File: src/rtl/space_inv_pkg.sv
// ============================================================================
// space_inv_pkg: shared types and playfield constants for the invaders datapath
// Revision: 1.0
// ============================================================================
`default_nettype none

package space_inv_pkg;

  typedef logic [10:0] coord_t;

  localparam int NUM_BOLTS  = 4;
  localparam int TOP_BORDER = 8;
  localparam int B_BORDER   = 400;

  typedef enum logic [0:0] {
    READY = 1'b0,
    COOL  = 1'b1
  } fire_state_e;

endpackage

`default_nettype wire

File: src/rtl/bolt_slot_alloc.sv
// ============================================================================
// bolt_slot_alloc: lowest-free-index priority encoder over a slot live vector
// Revision: 1.0
// ============================================================================
`default_nettype none

module bolt_slot_alloc #(
  parameter int N = 4
) (
  input  logic [N-1:0]         exs_i,
  output logic [$clog2(N)-1:0] idx_o,
  output logic                 valid_o
);

  // Scan downward so the lowest free index is the last one written.
  always_comb begin
    idx_o = '0;
    for (int i = N - 1; i >= 0; i--) begin
      if (!exs_i[i]) idx_o = ($clog2(N))'(i);
    end
    valid_o = ~&exs_i;
  end

endmodule

`default_nettype wire

File: src/rtl/bolt_manager.sv
// ============================================================================
// bolt_manager: allocates, moves and retires player and invader bolt slots
// Revision: 1.0
// ============================================================================
`default_nettype none

module bolt_manager
  import space_inv_pkg::*;
#(
  parameter int PLR_STEP = 4,
  parameter int INV_STEP = 2,
  parameter int COOLDOWN = 16
) (
  input  logic                         clk,
  input  logic                         resetN,
  input  logic                         enable,
  input  logic                         moveTick,
  input  logic                         fireReq,
  input  coord_t                       plrX,
  input  coord_t                       plrY,
  input  logic                         invFire,
  input  coord_t                       invX,
  input  coord_t                       invY,
  input  logic   [NUM_BOLTS-1:0]       btpHit,
  input  logic   [NUM_BOLTS-1:0]       btiHit,
  output logic   [NUM_BOLTS-1:0]       btpExs,
  output logic   [NUM_BOLTS-1:0]       btiExs,
  output coord_t [NUM_BOLTS-1:0]       btpX,
  output coord_t [NUM_BOLTS-1:0]       btpY,
  output coord_t [NUM_BOLTS-1:0]       btiX,
  output coord_t [NUM_BOLTS-1:0]       btiY,
  output logic                         fireAck,
  output logic                         invDrop
);

  localparam int IW = $clog2(NUM_BOLTS);
  localparam int CW = $clog2(COOLDOWN + 1);

  fire_state_e                 state_q;
  logic [CW-1:0]               cool_q;
  logic                        fire_prev_q;
  logic                        fire_ack_q, inv_drop_q;

  logic   [NUM_BOLTS-1:0]      btp_exs_q, btp_exs_d, bti_exs_q, bti_exs_d;
  coord_t [NUM_BOLTS-1:0]      btp_x_q, btp_x_d, btp_y_q, btp_y_d;
  coord_t [NUM_BOLTS-1:0]      bti_x_q, bti_x_d, bti_y_q, bti_y_d;

  logic [IW-1:0] plr_idx, inv_idx;
  logic          plr_free, inv_free;
  logic          fire_edge, plr_accept, inv_accept;

  bolt_slot_alloc #(.N(NUM_BOLTS)) u_plr_alloc (
    .exs_i   (btp_exs_q),
    .idx_o   (plr_idx),
    .valid_o (plr_free)
  );

  bolt_slot_alloc #(.N(NUM_BOLTS)) u_inv_alloc (
    .exs_i   (bti_exs_q),
    .idx_o   (inv_idx),
    .valid_o (inv_free)
  );

  assign fire_edge  = fireReq & ~fire_prev_q;
  assign plr_accept = enable & (state_q == READY) & fire_edge & plr_free;
  assign inv_accept = enable & invFire & inv_free;

  // Per-slot priority: flush, then hit on a live slot, then allocation, then movement.
  always_comb begin
    btp_exs_d = btp_exs_q;
    btp_x_d   = btp_x_q;
    btp_y_d   = btp_y_q;
    bti_exs_d = bti_exs_q;
    bti_x_d   = bti_x_q;
    bti_y_d   = bti_y_q;
    for (int i = 0; i < NUM_BOLTS; i++) begin
      if (!enable) begin
        btp_exs_d[i] = 1'b0;
        bti_exs_d[i] = 1'b0;
      end else begin
        if (btpHit[i] && btp_exs_q[i]) begin
          btp_exs_d[i] = 1'b0;
        end else if (plr_accept && (plr_idx == IW'(i))) begin
          btp_exs_d[i] = 1'b1;
          btp_x_d[i]   = plrX;
          btp_y_d[i]   = plrY;
        end else if (moveTick && btp_exs_q[i]) begin
          if (btp_y_q[i] < coord_t'(TOP_BORDER + PLR_STEP)) btp_exs_d[i] = 1'b0;
          else btp_y_d[i] = btp_y_q[i] - coord_t'(PLR_STEP);
        end

        if (btiHit[i] && bti_exs_q[i]) begin
          bti_exs_d[i] = 1'b0;
        end else if (inv_accept && (inv_idx == IW'(i))) begin
          bti_exs_d[i] = 1'b1;
          bti_x_d[i]   = invX;
          bti_y_d[i]   = invY;
        end else if (moveTick && bti_exs_q[i]) begin
          if (({1'b0, bti_y_q[i]} + 12'(INV_STEP)) > 12'(B_BORDER)) bti_exs_d[i] = 1'b0;
          else bti_y_d[i] = bti_y_q[i] + coord_t'(INV_STEP);
        end
      end
    end
  end

  always_ff @(posedge clk or negedge resetN) begin
    if (!resetN) begin
      state_q     <= READY;
      cool_q      <= '0;
      fire_prev_q <= 1'b0;
      fire_ack_q  <= 1'b0;
      inv_drop_q  <= 1'b0;
      btp_exs_q   <= '0;
      btp_x_q     <= '0;
      btp_y_q     <= '0;
      bti_exs_q   <= '0;
      bti_x_q     <= '0;
      bti_y_q     <= '0;
    end else begin
      fire_prev_q <= fireReq;
      fire_ack_q  <= plr_accept;
      inv_drop_q  <= enable & invFire & ~inv_free;
      btp_exs_q   <= btp_exs_d;
      btp_x_q     <= btp_x_d;
      btp_y_q     <= btp_y_d;
      bti_exs_q   <= bti_exs_d;
      bti_x_q     <= bti_x_d;
      bti_y_q     <= bti_y_d;
      if (!enable) begin
        state_q <= READY;
        cool_q  <= '0;
      end else begin
        case (state_q)
          READY: begin
            if (plr_accept) begin
              state_q <= COOL;
              cool_q  <= CW'(COOLDOWN);
            end
          end
          COOL: begin
            if (moveTick) begin
              cool_q <= cool_q - CW'(1);
              if (cool_q <= CW'(1)) state_q <= READY;
            end
          end
          default: state_q <= READY;
        endcase
      end
    end
  end

  assign btpExs  = btp_exs_q;
  assign btiExs  = bti_exs_q;
  assign btpX    = btp_x_q;
  assign btpY    = btp_y_q;
  assign btiX    = bti_x_q;
  assign btiY    = bti_y_q;
  assign fireAck = fire_ack_q;
  assign invDrop = inv_drop_q;

endmodule

`default_nettype wire

File: config.mk
export PLATFORM = sky130hd
export DESIGN_NAME = bolt_manager
export DESIGN_NICKNAME = d
export VERILOG_FILES = /design/src/rtl/space_inv_pkg.sv /design/src/rtl/bolt_slot_alloc.sv /design/src/rtl/bolt_manager.sv
export SDC_FILE = /design/constraint.sdc
export NUM_CORES = 1
export LEC_CHECK = 0
export BUFFER_PORTS_ARGS = -buffer_cell sky130_fd_sc_hd__buf_4
export CAP_MARGIN = 10
export CORE_AREA = 2 2 106 211
export CTS_CLUSTER_SIZE = 40
export DETAILED_ROUTE_END_ITERATION = 16
export DIE_AREA = 0 0 108 213
export PLACE_DENSITY = 0.69
export SKIP_CTS_REPAIR_TIMING = 1
export SLEW_MARGIN = 25
export SYNTH_ARGS = -nofsm -noshare
export SYNTH_HDL_FRONTEND = slang
export SYNTH_SLANG_ARGS = --single-unit
File: constraint.sdc
create_clock -name clk -period 5.2 [get_ports clk]
set_clock_uncertainty 0.1 [all_clocks]
set_input_delay 0.26 -clock clk [delete_from_list [all_inputs] [get_ports clk]]
set_output_delay 0.26 -clock clk [all_outputs]
set_load 0.02 [all_outputs]
==> results.ini, run 1 <==
[drt]
met2WireLength_um=16800
dr.first_iter.drc_count=440
highest-signal-layer=met4
wl_met1_um=10900
routed_wl_um=31000
vias=9098
drt-pass1-iter-count=7
ant_nets=0
routed_via_density=5.48
drc_errors=0
route.met3.wl_um=1930
routedWlPerCell_um=18.7

[pwr]
power_density_nw_per_um2=376
vdd_drop_max_v=0.000260
switching_share_pct=35.2
p_comb_share_pct=29.8
switching_power_uw=1670
internal-power_uw=3060
clockPowerShare_pct=28.1
seq_power_share_pct=42.1
cellLeakagePower_uw=0.00628

[synthesis]
ys.warnings.count=0
syn_avg_cell_area_um2=8.53
ys_ff_latch=193
yosysSeqAreaShare_pct=50.6
synthCells=1119
async_reset_ff_share_pct=100
synth_ff_type=dfrtp_1
synth_cell_type_count=70
synth_edf_count=0
synth_nets=1187
netlist_area_um2=9550

[clock_tree]
cts_root_buffer=clkbuf_16
cts-buffers-inserted=17
clk_latency_ns=0.44
cts_tree=yes
htree_levels=4
path_clk_slew_ns=0.07
clockBufferDepth=2
cts.sinks=193

[timing]
worst_slack_ns=2.34
tns_ns=0
rsz0062_at_grt=false
period_minus_slack_ns=2.86
slew_headroom_pct=34.3
worst_pin_slew_ns=0.980
finalHoldViolCount=1
finalMaxSlewViolations=0
min_period_over_period_pct=55.1
setup_viol=0
clock.fmax_mhz=349
fin_hold_ws_ns=-0.000105

[final_layout]
layout-drive-gt1-share_pct=23.7
area_delta_synth_final_pct=31.6
layout_common_cells=nand2_1, buf_4, dfrtp_1, o21ai_0, nor2_1
instances_no_fill=1659
final_common_cell=nand2_1
final_nets=1444
fillers=1960
n_antenna_cell=0

[floorplan]
die_h_um=213
num_rows=76
die_x_um=108
initial_core_util_pct=44.6
die-area_um2=23000
core_area_um2=21400
ioPinCount=244

[global_routing]
grt_max_degree=125
grt_pass1_vias=8965
gr-total-overflow=0
antenna_found_initial=0
grtUsageTotal_pct=27.3
grt_pass1_wl_um=47800

[place]
dp_slack_ns=2.27
globalplace.congestion=0.885
place_inst=1594
portBuffers=243
dp_hpwl_um=22200

[run]
drv_cap=0

[setup_path]
setup.worst_path.class=reg2reg
critPathRequiredTime_ns=5.43
critPathTopFamily=compound AO/OA/AOI/OAI gates
startpoint_type=flop
r2r-end=btiY[8]
path_cells=ha_1 > or4b_1 > a21oi_1 > o31ai_2 > a2111oi_4 > nand4_1 > xor2_1 > o21ai_1
critical_path_arrival_ns=3.09
r2r_setup_slack_ns=2.34
rr_startpoint=btiY[1]
crit_slowest_cell=a2111oi_4
cp-end-kind=flop
cp.buffers_inverters=0
max_stage_delay_ns=0.65
cp_max_fo=8
reg2regPathDepth=8

[min_path]
hold_class=in2reg
whs_path_depth=4
worstHoldStart=btpHit[1]
min_to=btpExs[1]

[run_status]
status=finished with violations
violations=negative hold slack

-- per-stage QoR --
stage                     area (um2)  power, uW  util [%]  hold slack, ns
final                          12600       4730      58.7       -0.000105
after global routing           12600       4980      58.7         0.00147
after CTS                      12200       4740      57.0          -0.278
after detailed placement       11600       3400      54.3           0.204
after global placement         11600       3370      54.3           0.199
after floorplan                 9550       2740         -          -0.136
-- routing by layer --
layer / vias to the layer above / track usage [%]
li1: 4315 / -
met1: 4380 / 28.9
met2: 332 / 49.9
met3: 71 / 6.11
met4: 0 / 13.4
met5: - / 0
-- worst min-delay path: cells and delay by family --
family	cells	cell delay (ns)
and+or+nand+nor	3	0.17
buffers and inverters	1	0.08
-- Yosys cell counts, types with 4 or more instances --
library cell	number	area, um2
nor2_1	71	267
nor3_1	24	120
clkbuf_1	44	165
nand2b_1	4	25.0
a32oi_1	4	35.0
o22ai_1	7	43.8
or3_1	13	81.3
and3_1	9	56.3
nor4_1	4	25.0
xor2_1	21	184
nand2_1	363	1360
xnor2_1	6	52.6
o21ai_1	8	40.0
mux2_2	16	180
a21oi_1	51	255
nor2b_1	7	43.8
dfrtp_1	193	4830
a31oi_1	9	56.3
nand4b_1	4	35.0
o31ai_1	4	30.0
o211ai_1	5	37.5
o21ai_0	87	435
inv_1	23	86.3
nor3b_1	6	45.0
nand3_1	30	150
nand4_1	20	125
ha_1	10	125
a22oi_1	8	60.1
nand3b_1	4	30.0
or2_2	8	50.1
-- area by class of cell --
type	count	area (um2)	area share (%)
flip-flops and latches	193	4830	38.4
clock buffers	20	437	3.47
repair buffers	289	2280	18.1
inverters	23	86.3	0.687
multi-input cells	852	4460	35.5
clock inverters	9	136	1.09
well taps	273	342	2.72
-- registers in the layout, summed over array words and instances (netlist names) --
signal and count:
state_q 1, btiY 44, btpX 44, invDrop 1, btiExs 4, btpExs 4, cool_q 5, btiX 44
btpY 44, fire_prev_q 1, fireAck 1
-- kinds of logic after synthesis --
family,Yosys count,share of synthesized area (%)
and+or+nand+nor,588,27.3
AOI/OAI and AO/OA,208,13.1
DFF,193,50.6
buffers and inverters,74,3.04
xor gates and xnor gates,27,2.48
muxes,19,2.20
adders and majority gates,10,1.31
-- how the worst max path moves through the flow --
stage | start | endpoint | slack [ns] | cells after the start
after floorplan | btiY[1] | btiY[8] | 2.50 | 8
after global placement | enable | btpY[9] | 2.35 | 6
after detailed placement | enable | btpY[9] | 2.27 | 6
after CTS | btiY[1] | btiY[8] | 2.34 | 8
after global routing | btiY[1] | btiY[8] | 2.09 | 8
final | btiY[1] | btiY[8] | 2.34 | 8
-- power by group through the flow --
stage | registers (uW) | clock network (uW) | logic, uW
final | 1990 | 1330 | 1410
after global routing | 2030 | 1410 | 1540
after CTS | 1980 | 1360 | 1390
after detailed placement | 2010 | 0 | 1390
after global placement | 2000 | 0 | 1370
after floorplan | 2200 | 0 | 540
Note: power is estimated with default switching activity, not from simulation.
==> run 2, diff against run 1 <==
- ABC_AREA: not set -> 1
- CORE_AREA: 2 2 106 211 -> 2 2 107 213
- DIE_AREA: 0 0 108 213 -> 0 0 109 215
- PLACE_DENSITY: 0.69 -> 0.71
- clock period: 5.2 -> 2.59 ns (I/O delays scaled with it)
==> run 2 against run 1 <==
Against the previous run: the run still ends with negative hold slack left; combinational power grew 140%; area after synthesis grew 1.5%; sequential power grew 110%; sequential cell count is the same; count of clock-buffer cells in the layout is the same; synthesized cell count grew 13%; power grew 120%; critical endpoint is now btiY[23]; highest routed layer unchanged.
==> results.ini, run 2 <==
[run_status]
status=finished with violations
violations=negative hold slack

[place]
portBuffers=243
dp_slack_ns=0.311
dpl-instance-area_um2=11800
globalplace.congestion=0.945
dp_hpwl_um=20600

[timing]
min_period_over_period_pct=88.1
setup_viol=0
period_minus_slack_ns=2.28
slew_headroom_pct=54.3
finalMaxSlewViolations=0
tns_ns=0
rsz0062_at_grt=false
worst_pin_slew_ns=0.684
fin_hold_ws_ns=-0.0123
worst_slack_ns=0.309
clock.fmax_mhz=438
finalHoldViolCount=1

[global_routing]
grtUsageTotal_pct=24.4
grt_max_degree=72
antenna_found_initial=0
grt_pass1_vias=8850
gr-total-overflow=0
grt_pass1_wl_um=44900

[pwr]
finalPower_uw=10300
switching_share_pct=36.6
p_comb_share_pct=32.7
internal-power_uw=6530
switching_power_uw=3770
power_density_nw_per_um2=798
vdd_drop_max_v=0.000559
seq_power_share_pct=40.1
cellLeakagePower_uw=0.00661
clockPowerShare_pct=27.2

[synthesis]
async_reset_ff_share_pct=100
synth_cell_type_count=35
synth_common_cells=nand2_1, o21ai_0, dfrtp_1
synth_edf_count=0
synth_top_area_cell=dfrtp_1
netlist_area_um2=9690
yosys.area.top_type_share_pct=49.9
synthCells=1261
yosysSeqAreaShare_pct=49.9
syn_avg_cell_area_um2=7.68
synth.most_common_cell=nand2_1
ys.warnings.count=0
synth_ff_type=dfrtp_1
ys_ff_latch=193
synth_nets=1329
ys_top_cells_by_area=dfrtp_1, nand2_1, o21ai_0, inv_1, nand3_1

[clock_tree]
cts-buffers-inserted=17
path_clk_slew_ns=0.07
htree_levels=4
cts_tree=yes
cts_root_buffer=clkbuf_16
clockBufferDepth=2
cts.sinks=193
clk_latency_ns=0.44

[floorplan]
ioPinCount=244
num_rows=77
die_x_um=109
core_area_um2=21900
die_h_um=215
initial_core_util_pct=44.3
die-area_um2=23400

[final_layout]
fillers=1946
n_antenna_cell=0
area_delta_synth_final_pct=33.2
layout-drive-gt1-share_pct=19.7
final_area_um2=12900
final_nets=1609
final_common_cell=nand2_1
layout_common_cells=nand2_1, buf_4, o21ai_0, dfrtp_1, inv_1

[drt]
vias=9517
routed_wl_um=28900
routed_via_density=5.20
drt-pass1-iter-count=5
dr.first_iter.drc_count=603
drc_errors=0
routedWlPerCell_um=15.8
ant_nets=0

[setup_path]
r2r_setup_slack_ns=0.31
cp-end-kind=flop
startpoint_type=flop
critPathRequiredTime_ns=2.87
setup.worst_path.class=reg2reg
critical_path_arrival_ns=2.56
cp_max_fo=11

[run]
drv_cap=0

[min_path]
hold_class=in2reg

==> run 2: changes by cell type in the layout (fill, tap and decap cells not counted), moves of 13 or more <==
cell           before  now
inv_1              23  124
mux2_2             16    0
nand3_1            29   89
o21ai_0            87  211
nand2_1           363  412
a21oi_1            51   11
dlygate4sd3_1      36   49
or3_1              13    0
==> run 2: area by class of cell <==
class / count / area, um2 / share of cell area [%]
clock inverter: 11 / 151 / 1.17
tap: 276 / 345 / 2.68
timing repair buffer: 308 / 2470 / 19.1
inverter: 128 / 480 / 3.73
sequential: 193 / 4830 / 37.4
multi-input combinational: 893 / 4160 / 32.2
clock buffer: 20 / 467 / 3.62
==> run 2: final timing paths <==
kind	to	depth (start not counted)	startpoint
min in group asynchronous	btiY[38]	2	resetN
setup reg to reg	btiY[23]	11	btiY[23]
setup / recovery	btiY[23]	11	btiY[23]
hold / removal	btpY[21]	5	plrY[10]
max in group asynchronous	btpY[28]	3	resetN
hold reg to reg	btiX[8]	2	btiX[8]
==> run 2: per-stage QoR <==
step | hold WS, ns | utilization [%] | cells
4_1_cts | -0.394 | 56.7 | 1780
5_1_grt | 0.000561 | 59.0 | 1829
6_report | -0.0123 | 59.0 | 1829
3_3_place_gp | 0.0908 | 53.9 | 1749
3_5_place_dp | 0.0915 | 53.9 | 1749
2_1_floorplan | -0.266 | - | 1261
==> run 2: metal layers <==
layer	global-route usage [%]	vias up	wire (um)
met3	8.37	53	2740
met4	9.70	0	854
met2	37.5	396	13400
li1	-	4625	-
met5	0	-	0
met1	31.4	4443	12000
==> run 2: critical path: stages (launching register included) <==
cell	delay, ns
dfrtp_1	0.43
ha_1	0.21
nand2_1	0.12
nor3_2	0.27
nand2_1	0.09
nand2_1	0.07
nand2_1	0.06
nor2_2	0.09
nand3_1	0.33
nand2_2	0.30
nand2_1	0.09
nand2_1	0.06
==> run 2: cell families (layout without fill, tap and decap cells) <==
| kind of cell | count (synthesis) | count (layout) | synth area share, % |
|---|---|---|---|
| AOI/OAI and AO/OA | 241 | 241 | 12.9 |
| DFF | 193 | 193 | 49.9 |
| buffers and inverters | 175 | 467 | 7.23 |
| and+or+nand+nor | 615 | 615 | 26.3 |
| adders and majority gates | 10 | 10 | 1.29 |
| xor gates and xnor gates | 27 | 27 | 2.44 |
==> run 2: power groups by stage <==
stage	logic [uW]	registers (uW)	clock network, uW
2_1_floorplan	1300	4680	0
3_5_place_dp	3300	4160	0
3_3_place_gp	3240	4130	0
4_1_cts	3310	4120	2870
6_report	3370	4130	2800
5_1_grt	3720	4210	2970
==> run 3, diff against run 2 <==
- ABC_AREA: 1 -> 0
- CORE_AREA: 2 2 107 213 -> 2 2 106 211
- DIE_AREA: 0 0 109 215 -> 0 0 108 213
- PLACE_DENSITY: 0.71 -> 0.72
==> run 3 against run 2 <==
Against the previous run: the run still ends with negative hold slack left; combinational power is 5% lower; die area shrank 1.8%; maximum frequency fell by 10%; critical path type unchanged; critical endpoint is now btiY[17]; largest cell class unchanged.
==> results.ini, run 3 (synthesized netlist as in run 1, its figures left out) <==
[timing]
rsz0062_at_grt=true
finalHoldViolCount=2
worst_pin_slew_ns=0.650
clock.fmax_mhz=394
finalMaxSlewViolations=0
fin_hold_ws_ns=-0.0127
slew_headroom_pct=56.3
tns_ns=0
worst_slack_ns=0.0540
setup_viol=0
period_minus_slack_ns=2.54
min_period_over_period_pct=97.9

[setup_path]
rr_startpoint=btiY[12]
critical_path_arrival_ns=2.78
reg2regPathDepth=9
max_stage_delay_ns=0.48
path_cells=ha_4 > or3b_2 > a211oi_2 > o31ai_2 > a211oi_4 > buf_6 > nand4_1 > xor2_1 > o21ai_1
crit_slowest_cell=or3b_2
r2r_setup_slack_ns=0.05
startpoint_type=flop
setup.worst_path.class=reg2reg
r2r-end=btiY[17]
cp-end-kind=flop
critPathRequiredTime_ns=2.83
cp_max_fo=7

[clock_tree]
clk_latency_ns=0.46
cts_tree=yes
path_clk_slew_ns=0.07
htree_levels=4
clockBufferDepth=2
cts-buffers-inserted=17
cts_root_buffer=clkbuf_16
cts.sinks=193

[floorplan]
die_x_um=108
die_h_um=213
ioPinCount=244
num_rows=76
initial_core_util_pct=44.6
core_area_um2=21400
die-area_um2=23000

[pwr]
power_density_nw_per_um2=747
cellLeakagePower_uw=0.00665
vdd_drop_max_v=0.000561

[global_routing]
gr-total-overflow=0
grt_max_degree=69
grt_pass1_wl_um=48600
grtUsageTotal_pct=27.8
grt_pass1_vias=9188
antenna_found_initial=0

[min_path]
min_to=btpY[30]
whs_path_depth=3
worstHoldStart=plrY[8]
hold_class=in2reg

[run]
drv_cap=0

[final_layout]
final_nets=1512
layout_common_cells=nand2_1, buf_4, dfrtp_1, o21ai_0, nor2_1
multiInputGateArea_um2=4570
layout-drive-gt1-share_pct=27.2
area_delta_synth_final_pct=39.6
n_antenna_cell=0
final_area_um2=13300
regArea_um2=4830
final_common_cell=nand2_1
postLayoutCoreUtil_pct=62.3
fillers=1799
instances_no_fill=1730

[place]
globalplace.congestion=0.910
dpl-instance-area_um2=12000
dp_slack_ns=-0.169
dp_hpwl_um=23400
place_inst=1640
portBuffers=243

[drt]
routed_wl_um=32200
vias=9465
routedWlPerCell_um=18.6
dr.first_iter.drc_count=588
ant_nets=0
routed_via_density=5.47
drc_errors=0
drt-pass1-iter-count=6

[run_status]
violations=negative hold slack
status=finished with violations

run 3: cell count changes in the layout (fill, tap and decap cells not counted), sizes merged, moves of 10 or more:
cell / previous run / this run
o21ai: 213 / 95
inv: 130 / 30
nand3: 90 / 34
nand2: 415 / 364
buf: 258 / 300
a21oi: 11 / 51
mux2: 0 / 16
or3: 0 / 14
and3: 0 / 10
run 3: worst max-delay path by stage:
stage,start,to,slack [ns],depth (start not counted)
final,btiY[12],btiY[17],0.05,9
after global routing,btiY[1],btiY[8],-0.05,9
after CTS,btpY[40],btpY[35],-0.19,8
after detailed placement,btpY[40],btpY[35],-0.17,8
after global placement,btiY[12],btiY[13],0.009,9
after floorplan,btiY[34],btiY[39],0.0009,8
run 3: cell type report:
class / count / area share, %
inverter: 23 / 0.648
timing repair buffer: 355 / 21.6
multi-input combinational: 854 / 34.3
clock inverter: 15 / 1.47
sequential: 193 / 36.3
clock buffer: 17 / 3.19
tap: 273 / 2.56
run 3: critical path: cells and delay by family, from the launching register on:
kind,cells,cell delay (ns)
compound gates,4,0.72
fa+ha+maj,1,0.25
buf+inv,1,0.16
simple gates,2,0.59
xor+xnor,1,0.16
flops,1,0.43
run 3: layer usage:
metal | part of all wire, % | vias to the layer above | GRT usage [%]
met1 | 33 | 4554 | 28.4
met2 | 55 | 376 | 50.8
met3 | 6.7 | 81 | 6.29
met4 | 5.2 | 0 | 16.2
li1 | - | 4454 | -
met5 | 0 | - | 0
run 3: per-stage QoR:
step,hold slack (ns),total power (uW)
6_report,-0.0127,9960
5_1_grt,0.0123,10500
4_1_cts,-0.408,9870
3_5_place_dp,0.0914,7030
3_3_place_gp,0.0877,6970
2_1_floorplan,-0.266,5530
run 3: power by group:
part           total (uW)  internal (uW)  switching (uW)
Clock                2830           1550            1280
Combinational        3210           1410            1800
Sequential           3920           3460             465
Total                9960           6420            3550
